===== config.mk =====
export PLATFORM = sky130hd
export DESIGN_NAME = fillrect
export DESIGN_NICKNAME = d
export VERILOG_FILES = /design/src/rtl/fillrect.sv
export SDC_FILE = /design/constraint.sdc
export NUM_CORES = 1
export LEC_CHECK = 0
export ABC_AREA = 1
export BUFFER_PORTS_ARGS = -buffer_cell sky130_fd_sc_hd__buf_4
export CAP_MARGIN = 25
export CORE_MARGIN = 2
export CORE_UTILIZATION = 30
export CTS_CLUSTER_DIAMETER = 40
export DETAILED_ROUTE_END_ITERATION = 8
export HOLD_SLACK_MARGIN = 0.15
export PLACE_DENSITY_LB_ADDON = 0.2
export SYNTH_ARGS = -nofsm -noshare
export SYNTH_HDL_FRONTEND = slang
export SYNTH_SLANG_ARGS = --single-unit

===== constraint.sdc =====
create_clock -name clk -period 3.2 [get_ports clk]
set_input_delay 0.64 -clock clk [delete_from_list [all_inputs] [get_ports clk]]
set_output_delay 0.64 -clock clk [all_outputs]
set_load 0.1 [all_outputs]

===== src/rtl/fillrect.sv =====
// fillrect: rectangle-fill engine driving the VGA adapter pixel-write port.
//
// Plots one pixel per clock over the rectangle (x0, y0, w, h), clipped to
// SCREEN_W x SCREEN_H, in column-major order (y is the fast index).
//
// Optional feature, enabled by defining FILLRECT_CHECKER_EN:
//   adds colour_b and checker_on inputs. When checker_on was high at start,
//   pixels with x[0]^y[0]==1 take colour_b, all others take colour.
//   The mode input is called checker_on because "checker" is a reserved
//   SystemVerilog keyword.
//
// Handshake: start is sampled only in IDLE. done rises when the fill is
// complete (or immediately for an empty/off-screen rectangle) and holds
// while start stays high; dropping start returns the engine to IDLE.
//
// Ports:
//   clk, rst_n        clock, asynchronous active-low reset
//   start             fill request (sampled in IDLE only)
//   x0, y0            rectangle top-left corner
//   w, h              rectangle size in pixels (0 allowed)
//   colour            fill colour
//   colour_b          second checker colour   (FILLRECT_CHECKER_EN only)
//   checker_on        checker pattern enable  (FILLRECT_CHECKER_EN only)
//   done              operation complete, held until start drops
//   busy              high while filling
//   vga_x, vga_y      pixel coordinate
//   vga_colour        pixel colour
//   vga_plot          pixel write strobe
module fillrect #(
    parameter int SCREEN_W = 160,
    parameter int SCREEN_H = 120,
    parameter int XW       = 8,
    parameter int YW       = 7,
    parameter int CW       = 3
) (
    input  logic          clk,
    input  logic          rst_n,
    input  logic          start,
    input  logic [XW-1:0] x0,
    input  logic [YW-1:0] y0,
    input  logic [XW:0]   w,
    input  logic [YW:0]   h,
    input  logic [CW-1:0] colour,
`ifdef FILLRECT_CHECKER_EN
    input  logic [CW-1:0] colour_b,
    input  logic          checker_on,
`endif
    output logic          done,
    output logic          busy,
    output logic [XW-1:0] vga_x,
    output logic [YW-1:0] vga_y,
    output logic [CW-1:0] vga_colour,
    output logic          vga_plot
);

    typedef enum logic [1:0] {S_IDLE, S_FILL, S_DONE} state_t;

    state_t state, state_nxt;

    localparam logic [XW+1:0] SW_WIDE = (XW+2)'(SCREEN_W);
    localparam logic [YW+1:0] SH_WIDE = (YW+2)'(SCREEN_H);
    localparam logic [XW:0]   SW_END  = (XW+1)'(SCREEN_W);
    localparam logic [YW:0]   SH_END  = (YW+1)'(SCREEN_H);

    // Exclusive end coordinates, clipped to the screen. The sums are one bit
    // wider than the end registers so x0+w can never wrap before the clamp.
    logic [XW+1:0] x_sum;
    logic [YW+1:0] y_sum;
    logic [XW:0]   x_end;
    logic [YW:0]   y_end;
    logic          rect_empty;

    assign x_sum      = {2'b00, x0} + {1'b0, w};
    assign y_sum      = {2'b00, y0} + {1'b0, h};
    assign x_end      = (x_sum > SW_WIDE) ? SW_END : x_sum[XW:0];
    assign y_end      = (y_sum > SH_WIDE) ? SH_END : y_sum[YW:0];
    assign rect_empty = (x_end <= {1'b0, x0}) || (y_end <= {1'b0, y0});

    // Latched request
    logic [YW-1:0] y0_q;
    logic [XW:0]   x_end_q;
    logic [YW:0]   y_end_q;
    logic [CW-1:0] colour_q;
`ifdef FILLRECT_CHECKER_EN
    logic [CW-1:0] colour_b_q;
    logic          checker_q;
`endif

    logic last_row, last_col;
    assign last_row = ({1'b0, vga_y} + (YW+1)'(1)) == y_end_q;
    assign last_col = ({1'b0, vga_x} + (XW+1)'(1)) == x_end_q;

    // State register
    always_ff @(posedge clk or negedge rst_n) begin
        if (!rst_n) state <= S_IDLE;
        else        state <= state_nxt;
    end

    // Next-state logic
    always_comb begin
        state_nxt = state;
        case (state)
            S_IDLE: if (start)                state_nxt = rect_empty ? S_DONE : S_FILL;
            S_FILL: if (last_row && last_col) state_nxt = S_DONE;
            S_DONE: if (!start)               state_nxt = S_IDLE;
            default:                          state_nxt = S_IDLE;
        endcase
    end

    // Coordinate scan and request latch. On the final pixel the coordinate
    // is left alone so vga_x/vga_y keep the last plotted position.
    always_ff @(posedge clk or negedge rst_n) begin
        if (!rst_n) begin
            vga_x      <= '0;
            vga_y      <= '0;
            y0_q       <= '0;
            x_end_q    <= '0;
            y_end_q    <= '0;
            colour_q   <= '0;
`ifdef FILLRECT_CHECKER_EN
            colour_b_q <= '0;
            checker_q  <= 1'b0;
`endif
        end else if (state == S_IDLE) begin
            if (start && !rect_empty) begin
                vga_x      <= x0;
                vga_y      <= y0;
                y0_q       <= y0;
                x_end_q    <= x_end;
                y_end_q    <= y_end;
                colour_q   <= colour;
`ifdef FILLRECT_CHECKER_EN
                colour_b_q <= colour_b;
                checker_q  <= checker_on;
`endif
            end
        end else if (state == S_FILL) begin
            if (last_row) begin
                if (!last_col) begin
                    vga_y <= y0_q;
                    vga_x <= vga_x + XW'(1);
                end
            end else begin
                vga_y <= vga_y + YW'(1);
            end
        end
    end

    // Outputs: all derived from registered state, so glitch-free per cycle
    always_comb begin
        busy     = (state == S_FILL);
        vga_plot = (state == S_FILL);
        done     = (state == S_DONE);
`ifdef FILLRECT_CHECKER_EN
        vga_colour = (checker_q && (vga_x[0] ^ vga_y[0])) ? colour_b_q : colour_q;
`else
        vga_colour = colour_q;
`endif
    end

endmodule

==> flow_summary.yaml, run 1 <==
power:
  switching_power_mw: 2.48
  power_frac_clock_pct: 12.4
  intPower_mw: 2.17
  vdd_ir_drop_max_mv: 0.381
  part_of_the_total_power_dissipated_in_sequential_elements_pct: 22.5
  leakagePower_nw: 2.94
  power.density_cell_area_mw_per_mm2: 826
  comb_power_share_pct: 65.0
  switching_share_pct: 53.3
placement:
  gp_congestion: 0.887
  detailed_place_hpwl_mm: 8.58
  port-buffer-count: 58
  area_after_dpl_sq_mm: 0.00498
global_routing:
  grt_antenna_before_repair: 0
  grt_pass1_vias: 3807
  first_pass_grt_wire_length_mm: 17.4
  grt_use_total_pct: 16.2
  global_route_congestion_overflow_total: 0
  pin_count_of_the_biggest_net_entering_global_routing: 45
sta:
  finalMaxSlewViolations: 0
  fin_setup_tns_ps: -2130
  final.period_utilization_pct: 103
  rsz0062_at_grt: "yes"
  worstMarginPinSlew_ps: 566
  hold_slack_ps: 344
  fin_crit_ps: 3310
  achievable_clock_frequency_ghz: 0.302
  finalWorstSetupSlack_ps: -108
  finalSetupViolCount: 41
  slew-limit-headroom_pct: 62.3
  worst_clock_skew_on_the_final_layout_ps: 6.03
  final-hold-violation-count: 0
floorplanning:
  initial_core_util_pct: 31.0
  die_width_um: 116
  die_area_sq_mm: 0.0134
  fp.coreArea_sq_mm: 0.0121
  rows: 40
  io-pin-count: 59
  dieHeight_um: 116
worst_setup_path:
  critical_path.startpoint_type: "input port"
  arrival_ps: 3480
  worst_endpoint_required_time_ps: 3370
  critPathKind: "in2reg"
  critical_path.max_fanout: 6
  timing.critical_path.to_type: "register"
clock_network:
  h-tree-depth: 2
  clockBufferDepth: 2
  root_buffer: "clkbuf_16"
  clk_latency_ps: 290
  clock_tree_from_tritoncts: "built"
  path_clk_slew_ps: 60
  cts.sinks: 44
  cts-buffers-inserted: 5
synthesis:
  synthCells: 559
  mappedNetlistArea_sq_mm: 0.00375
  synth-async-reset-ratio_pct: 100
  number_of_enable_flip_flop_cells_after_synthesis: 0
  flip_flop_and_latch_count_after_synthesis: 44
  synth_sequential_area_ratio_pct: 29.4
  yosys_warnings: 0
  synthesis.nets: 629
  synth_cell_types: 38
  synth-main-ff-cell: "dfrtp_1"
  synthesis.area_per_instance_sq_um: 6.71
layout:
  multi_input_comb_area_sq_mm: 0.00277
  post_route_cells_drive_above_1_share_pct: 33.9
  area_delta_synth_final_pct: 50.2
  layout.filler_cells: 1249
  layout.area.seq_sq_mm: 0.00110
  finish.instance_area_sq_mm: 0.00563
  antenna_cells: 0
  finish.net_count: 768
flow_run:
  cap_viol_max_count: 0
detailed_routing:
  met2_wirelength_mm: 4.99
  vias_per_cell: 4.55
  ant_nets: 0
  drt_pass1_iterations: 4
  drt-wirelength-per-cell_um: 12.1
  highest_layer: "met4"
  met1Wirelength_mm: 5.04
  remaining_drc_errors: 0
  num_vias: 3947
  drtIter0Drc: 169
  detailroute.wirelength.met3_um: 262
  routed_wire_length_mm: 10.5
worst_hold_path:
  hold_class: "in2async"
outcome:
  failing_checks: "negative setup slack"
  outcome: "complete, but fails checks"
==> stage by stage <==
step / cells / worst slack, ps / power (mW) / util, %
2_1_floorplan: 559 / -109 / 3.17 / -
3_3_place_gp: 845 / -459 / 3.87 / 41.2
3_5_place_dp: 845 / -531 / 3.92 / 41.2
4_1_cts: 864 / -99.0 / 4.61 / 44.7
5_1_grt: 867 / -299 / 5.01 / 46.5
6_report: 867 / -108 / 4.65 / 46.5
==> routing by layer <==
metal  GRT usage (%)  up-vias
li1                -     2076
met1            22.1     1783
met2            27.1       74
met3            1.83       14
met4            4.76        0
met5               0        -
==> repair_timing <==
item | 4_1_cts | 5_1_grt
cloned | 0 | 0
hold buffers | 0 | 0
pin swaps | 20 | 14
gates resized for setup | 34 | 32
endpoints found under the setup margin | 43 | 44
setup buffers | 11 | 3
==> cell usage after synthesis (5+ instances only) <==
master / count / area [sq um]
xor2_1: 9 / 78.8
ha_1: 30 / 375
xnor2_1: 11 / 96.3
o21ai_0: 15 / 75.1
inv_1: 66 / 248
nor3_1: 5 / 25.0
o21ai_1: 9 / 45.0
nand2_1: 214 / 803
nand4_1: 15 / 93.8
o211ai_1: 6 / 45.0
a21oi_1: 14 / 70.1
nor2_1: 33 / 124
dfrtp_1: 44 / 1100
nand3_1: 46 / 230
==> placed cells by master (no fill, tap or decap), types with 6 or more instances in the layout <==
cell,synthesis,layout
a21oi_1,14,8
a21oi_2,1,6
buf_4,2,135
dfrtp_1,44,44
ha_1,30,14
ha_4,0,16
inv_1,66,61
nand2_1,214,195
nand2_2,2,16
nand2_4,3,7
nand3_1,46,35
nand3_2,0,10
nand4_1,15,15
nor2_1,33,24
nor2_2,2,6
nor2_4,1,6
o211ai_1,6,6
o21ai_0,15,13
o21ai_1,9,10
xnor2_1,11,11
xor2_1,9,9
==> layout make-up <==
| type | count | area share, % |
|---|---|---|
| Clock buffer | 6 | 2.29 |
| Tap cell | 168 | 3.73 |
| Timing Repair Buffer | 142 | 19.9 |
| Clock inverter | 2 | 0.622 |
| Multi-Input combinational cell | 437 | 49.2 |
| Sequential cell | 44 | 19.6 |
| Inverter | 68 | 4.67 |
==> power groups by stage <==
stage,combinational (mW),clock [mW],sequential (mW)
floorplan,1.43,0,1.74
global placement,2.83,0,1.04
detailed placement,2.87,0,1.05
CTS,2.98,0.587,1.05
global route,3.30,0.615,1.09
finish,3.02,0.578,1.05
==> sequential cells by signal, indices dropped and copies added, names as in the netlist <==
| name | count |
|---|---|
| vga_y | 7 |
| y_end_q | 8 |
| vga_x | 8 |
| vga_colour | 3 |
| state | 2 |
| y0_q | 7 |
| x_end_q | 9 |
==> cells by family (layout without fill, tap and decap cells) <==
kind of cell    after synthesis  after routing  share of synthesized area [%]
simple gates                331            331                           38.1
compound gates               54             54                           8.38
buf+inv                      78            218                           8.38
flops                        44             44                           29.4
fa+ha+maj                    32             32                           11.1
xor+xnor                     20             20                           4.67
==> path summary, 6_finish.rpt <==
kind	cells past startpoint	start	slack, ps	end
max	23	h[0]	-110	vga_y[3]
min	1	rst_n	340	vga_x[0]
max reg2reg	13	vga_y[1]	460	vga_x[7]
min reg2reg	2	vga_colour[2]	480	vga_colour[2]
max in group asynchronous	1	rst_n	2470	y_end_q[7]
min in group clk	2	vga_colour[2]	480	vga_colour[2]
==> worst max-delay path: stages <==
cell     delay (ps)
buf_4           120
ha_4            150
inv_2            40
fa_2            430
nand4_1          80
nand3_1          80
nor2_2          120
nand3_2          90
nand2_4         160
a21oi_4          60
ha_4            270
a21o_1          120
a21oi_2          60
o21ai_2         110
a21oi_1          80
nand2_1          80
nand2_2          60
nor2_4          130
nand3_4         150
buf_12          190
buf_12          130
nand3_2          60
nand2_1          50
Power figures use the tool's default switching activity.
==> run 2, diff against run 1 <==
--- a/config.mk
+++ b/config.mk
@@ -14,6 +14,7 @@
 export DETAILED_ROUTE_END_ITERATION = 8
 export HOLD_SLACK_MARGIN = 0.15
 export PLACE_DENSITY_LB_ADDON = 0.2
+export SETUP_SLACK_MARGIN = 0.5
 export SYNTH_ARGS = -nofsm -noshare
 export SYNTH_HDL_FRONTEND = slang
 export SYNTH_SLANG_ARGS = --single-unit
==> flow_summary.yaml, run 2 (synthesis results as in run 1) <==
sta:
  worst_clock_skew_on_the_final_layout_ps: 5.95
  final-hold-violation-count: 0
  fin_setup_tns_ps: -4760
  finalWorstSetupSlack_ps: -167
  achievable_clock_frequency_ghz: 0.297
  worstMarginPinSlew_ps: 580
  finalMaxSlewViolations: 0
  final.period_utilization_pct: 105
  hold_slack_ps: 337
  rsz0062_at_grt: "yes"
  fin_crit_ps: 3370
  finalSetupViolCount: 43
  slew-limit-headroom_pct: 61.3
worst_setup_path:
  worst_endpoint_required_time_ps: 3380
  arrival_ps: 3550
  critical_path.startpoint_type: "input port"
  timing.critical_path.to_type: "register"
  timing.critical_path.slowest_cell_delay_ps: 390
  critical_path.max_fanout: 7
  critPathKind: "in2reg"
  critPathSlowestCell: "fa_2"
  critical_path.top_delay_family: "simple AND/OR/NAND/NOR gates"
  total_buffers_and_inverters_traversed_by_the_critical_path: 4
floorplanning:
  dieHeight_um: 116
  die_width_um: 116
  rows: 40
  fp.coreArea_sq_mm: 0.0121
  initial_core_util_pct: 31.0
  die_area_sq_mm: 0.0134
  io-pin-count: 59
placement:
  detailed_place_hpwl_mm: 8.32
  port-buffer-count: 58
  dp_worst_setup_slack_ps: -607
  gp_congestion: 0.820
power:
  power.density_cell_area_mw_per_mm2: 862
  leakagePower_nw: 2.96
  vdd_ir_drop_max_mv: 0.396
  total_power_mw: 4.83
detailed_routing:
  remaining_drc_errors: 0
  drt-wirelength-per-cell_um: 12.0
  drt_pass1_iterations: 4
  drtIter0Drc: 179
  vias_per_cell: 4.53
  num_vias: 3916
  routed_wire_length_mm: 10.4
  ant_nets: 0
clock_network:
  cts.sinks: 44
  cts_hold_repair.buffers: 0
  h-tree-depth: 2
  clk_latency_ps: 300
  cts-buffers-inserted: 5
  clockBufferDepth: 2
  path_clk_slew_ps: 60
  clock_tree_from_tritoncts: "built"
  root_buffer: "clkbuf_16"
layout:
  area_delta_synth_final_pct: 49.5
  antenna_cells: 0
  layout.area.seq_sq_mm: 0.00110
  layout.cells.most_common: "nand2_1"
  post_route_cells_drive_above_1_share_pct: 31.9
  largest_register_ff_count: 9
  multi_input_comb_area_sq_mm: 0.00270
  layout.cells.most_common_list: "nand2_1 (201), buf_4 (130), inv_1 (63)"
  register_with_the_most_flip_flops: "x_end_q"
  finish.net_count: 766
  largestRegisters: "x_end_q: 9 flops, vga_x: 8 flops, y_end_q: 8 flops"
  layout.filler_cells: 1286
outcome:
  outcome: "complete, but fails checks"
  failing_checks: "negative setup slack"
global_routing:
  pin_count_of_the_biggest_net_entering_global_routing: 45
  global_route_congestion_overflow_total: 0
  first_pass_grt_wire_length_mm: 17.4
  grt_pass1_vias: 3766
  grt_use_total_pct: 16.1
  grt_antenna_before_repair: 0
flow_run:
  cap_viol_max_count: 0
worst_hold_path:
  hold_class: "in2async"
run 2: changes by cell type in the layout (fill, tap and decap cells not counted), sizes merged:
cell	before	now
clkinv	1	0
buf	142	140
clkbuf	6	5
bufinv	1	3
run 2: layout make-up:
cell class                      count  area share (%)
Tap cell                          168            3.75
Timing Repair Buffer              140            19.9
Inverter                           68            4.60
Multi-Input combinational cell    437            48.2
Clock inverter                      3            1.61
Sequential cell                    44            19.7
Clock buffer                        5            2.23
run 2: timing repair:
action / CTS / global route
gates cloned: 0 / 0
pin swaps: 23 / 28
gates resized for setup: 15 / 42
setup endpoints to repair: 44 / 44
setup buffers: 9 / 4
run 2: power breakdown:
group | internal [mW] | switching, mW | total, mW
logic | 0.995 | 2.03 | 3.03
clock network | 0.526 | 0.228 | 0.754
registers | 0.811 | 0.235 | 1.05
run 2: worst paths after layout:
path                               start       endpoint  slack [ps]  cells past startpoint
max                                 w[0]       vga_y[2]        -170                     25
max reg2reg                     vga_y[1]       vga_x[0]         390                     13
min                                rst_n       vga_x[0]         340                      1
max in group asynchronous          rst_n       vga_y[2]        2460                      1
min in group clk           vga_colour[1]  vga_colour[1]         480                      2
min reg2reg                vga_colour[1]  vga_colour[1]         480                      2
run 2: routing by layer:
layer | vias to the layer above | track usage (%) | routed length [um]
met4 | 0 | 3.81 | 143
met1 | 1770 | 22.3 | 5050
met5 | - | 0 | 0
li1 | 2079 | - | -
met2 | 59 | 27.1 | 4900
met3 | 8 | 1.78 | 312
run 2: metrics by stage:
step / instance area (sq um) / utilization, % / std cells
floorplan: 3880 / - / 559
global placement: 4990 / 41.2 / 844
detailed placement: 4990 / 41.2 / 844
CTS: 5340 / 44.1 / 861
global route: 5600 / 46.3 / 865
finish: 5600 / 46.3 / 865
==> run 3, diff against run 2 <==
--- a/config.mk
+++ b/config.mk
@@ -9,7 +9,7 @@
 export BUFFER_PORTS_ARGS = -buffer_cell sky130_fd_sc_hd__buf_4
 export CAP_MARGIN = 25
 export CORE_MARGIN = 2
-export CORE_UTILIZATION = 30
+export CORE_UTILIZATION = 55
 export CTS_CLUSTER_DIAMETER = 40
 export DETAILED_ROUTE_END_ITERATION = 8
 export HOLD_SLACK_MARGIN = 0.15
==> flow_summary.yaml, run 3 (synthesis results as in run 1) <==
outcome:
  outcome: "complete, but fails checks"
  failing_checks: "negative setup slack"
sta:
  fin_setup_tns_ps: -18690
  rsz0062_at_grt: "yes"
  finalSetupViolCount: 44
  worst_clock_skew_on_the_final_layout_ps: 12.1
  final.period_utilization_pct: 117
  achievable_clock_frequency_ghz: 0.268
  slew-limit-headroom_pct: 52.0
  finalMaxSlewViolations: 0
  worstMarginPinSlew_ps: 720
  hold_slack_ps: 315
  finalWorstSetupSlack_ps: -531
  fin_crit_ps: 3730
  final-hold-violation-count: 0
global_routing:
  grt_pass1_vias: 4362
  first_pass_grt_wire_length_mm: 19.6
  grt_antenna_before_repair: 0
  grt_use_total_pct: 32.6
  global_route_congestion_overflow_total: 0
  pin_count_of_the_biggest_net_entering_global_routing: 45
clock_network:
  clock_tree_from_tritoncts: "built"
  cts-buffers-inserted: 5
  h-tree-depth: 2
  clk_latency_ps: 320
  clockBufferDepth: 2
  cts.sinks: 44
  root_buffer: "clkbuf_8"
  path_clk_slew_ps: 90
placement:
  area_after_dpl_sq_mm: 0.00491
  gp_congestion: 0.975
  detailed_place_hpwl_mm: 7.87
  dp_worst_setup_slack_ps: -521
  dpl.cell_count: 762
  port-buffer-count: 58
worst_setup_path:
  arrival_ps: 3930
  critical_path.startpoint_type: "input port"
  worst_endpoint_required_time_ps: 3400
  critPathKind: "in2reg"
  critical_path.max_fanout: 8
  crit_top_cell: "nand2_2"
  timing.critical_path.slowest_cell_delay_ps: 350
  critPathSlowestCell: "fa_2"
  total_buffers_and_inverters_traversed_by_the_critical_path: 5
  timing.critical_path.to_type: "register"
  critical_path.top_delay_family: "simple AND/OR/NAND/NOR gates"
detailed_routing:
  num_vias: 5015
  ant_nets: 0
  drt-wirelength-per-cell_um: 20.6
  remaining_drc_errors: 0
  drt_pass1_iterations: 8
  drtIter0Drc: 493
  routed_wire_length_mm: 16.4
  vias_per_cell: 6.32
power:
  power.density_cell_area_mw_per_mm2: 911
  leakagePower_nw: 3.11
  vdd_ir_drop_max_mv: 0.487
  total_power_mw: 5.44
layout:
  antenna_cells: 0
  largestRegisters: "x_end_q: 9 flops, vga_x: 8 flops, y_end_q: 8 flops"
  layout.cells.most_common: "nand2_1"
  layout.cells.most_common_list: "nand2_1 (154), buf_4 (138), inv_1 (59)"
  postLayoutCoreUtil_pct: 89.4
  post_route_cells_drive_above_1_share_pct: 43.1
  finish.instance_area_sq_mm: 0.00597
  layoutNonFillerInstCount: 794
  largest_register_ff_count: 9
  area_delta_synth_final_pct: 59.3
  layout.filler_cells: 298
  register_with_the_most_flip_flops: "x_end_q"
  finish.net_count: 783
floorplanning:
  initial_core_util_pct: 56.1
  io-pin-count: 59
  die_width_um: 86.6
  dieHeight_um: 86.6
  die_area_sq_mm: 0.00749
  fp.coreArea_sq_mm: 0.00668
  rows: 30
worst_hold_path:
  hold_class: "in2async"
flow_run:
  cap_viol_max_count: 0
-- run 3: cell types whose count changed in the layout (fill, tap and decap cells not counted), sizes merged --
cell / before / now
clkbuf: 5 / 7
buf: 140 / 155
bufinv: 3 / 1
nand3: 47 / 48
nand2: 219 / 220
-- run 3: final timing paths --
path,endpoint,start,slack (ps),depth (start not counted)
max,x_end_q[3],y0[0],-530,25
min,x_end_q[1],rst_n,320,1
max reg2reg,vga_x[6],vga_y[1],100,11
min in group clk,vga_colour[2],vga_colour[2],500,2
max in group asynchronous,vga_y[2],rst_n,2490,1
min reg2reg,vga_colour[2],vga_colour[2],500,2
-- run 3: layout make-up --
class	count	area, sq um	area share, %
tap	80	100	1.68
sequential	44	1100	18.4
clock buffer	7	96.3	1.61
timing repair buffer	155	1330	22.3
multi-input combinational	439	3040	50.9
clock inverter	1	30.0	0.503
inverter	68	274	4.59
-- run 3: where the power goes --
group          switching [mW]  internal [mW]  leakage (nW)
registers               0.334          0.809         0.560
logic                    2.60           1.20          2.49
clock network           0.215          0.276        0.0645
total                    3.15           2.29          3.11
-- run 3: layer usage --
metal | part of all wire, % | track usage [%] | vias to the layer above
li1 | - | - | 2119
met1 | 34 | 40.1 | 2302
met2 | 48 | 56.1 | 448
met3 | 10 | 5.24 | 146
met4 | 7.6 | 14.9 | 0
met5 | 0 | 0 | -
-- run 3: repair_timing --
action | in CTS | in global routing
hold buffers | 0 | 0
setup endpoints to repair | 44 | 44
resized for setup | 66 | 91
buffers inserted | 10 | 9
gates cloned | 4 | 1
pin swaps | 50 | 24
endpoints found under the hold margin | 0 | 0
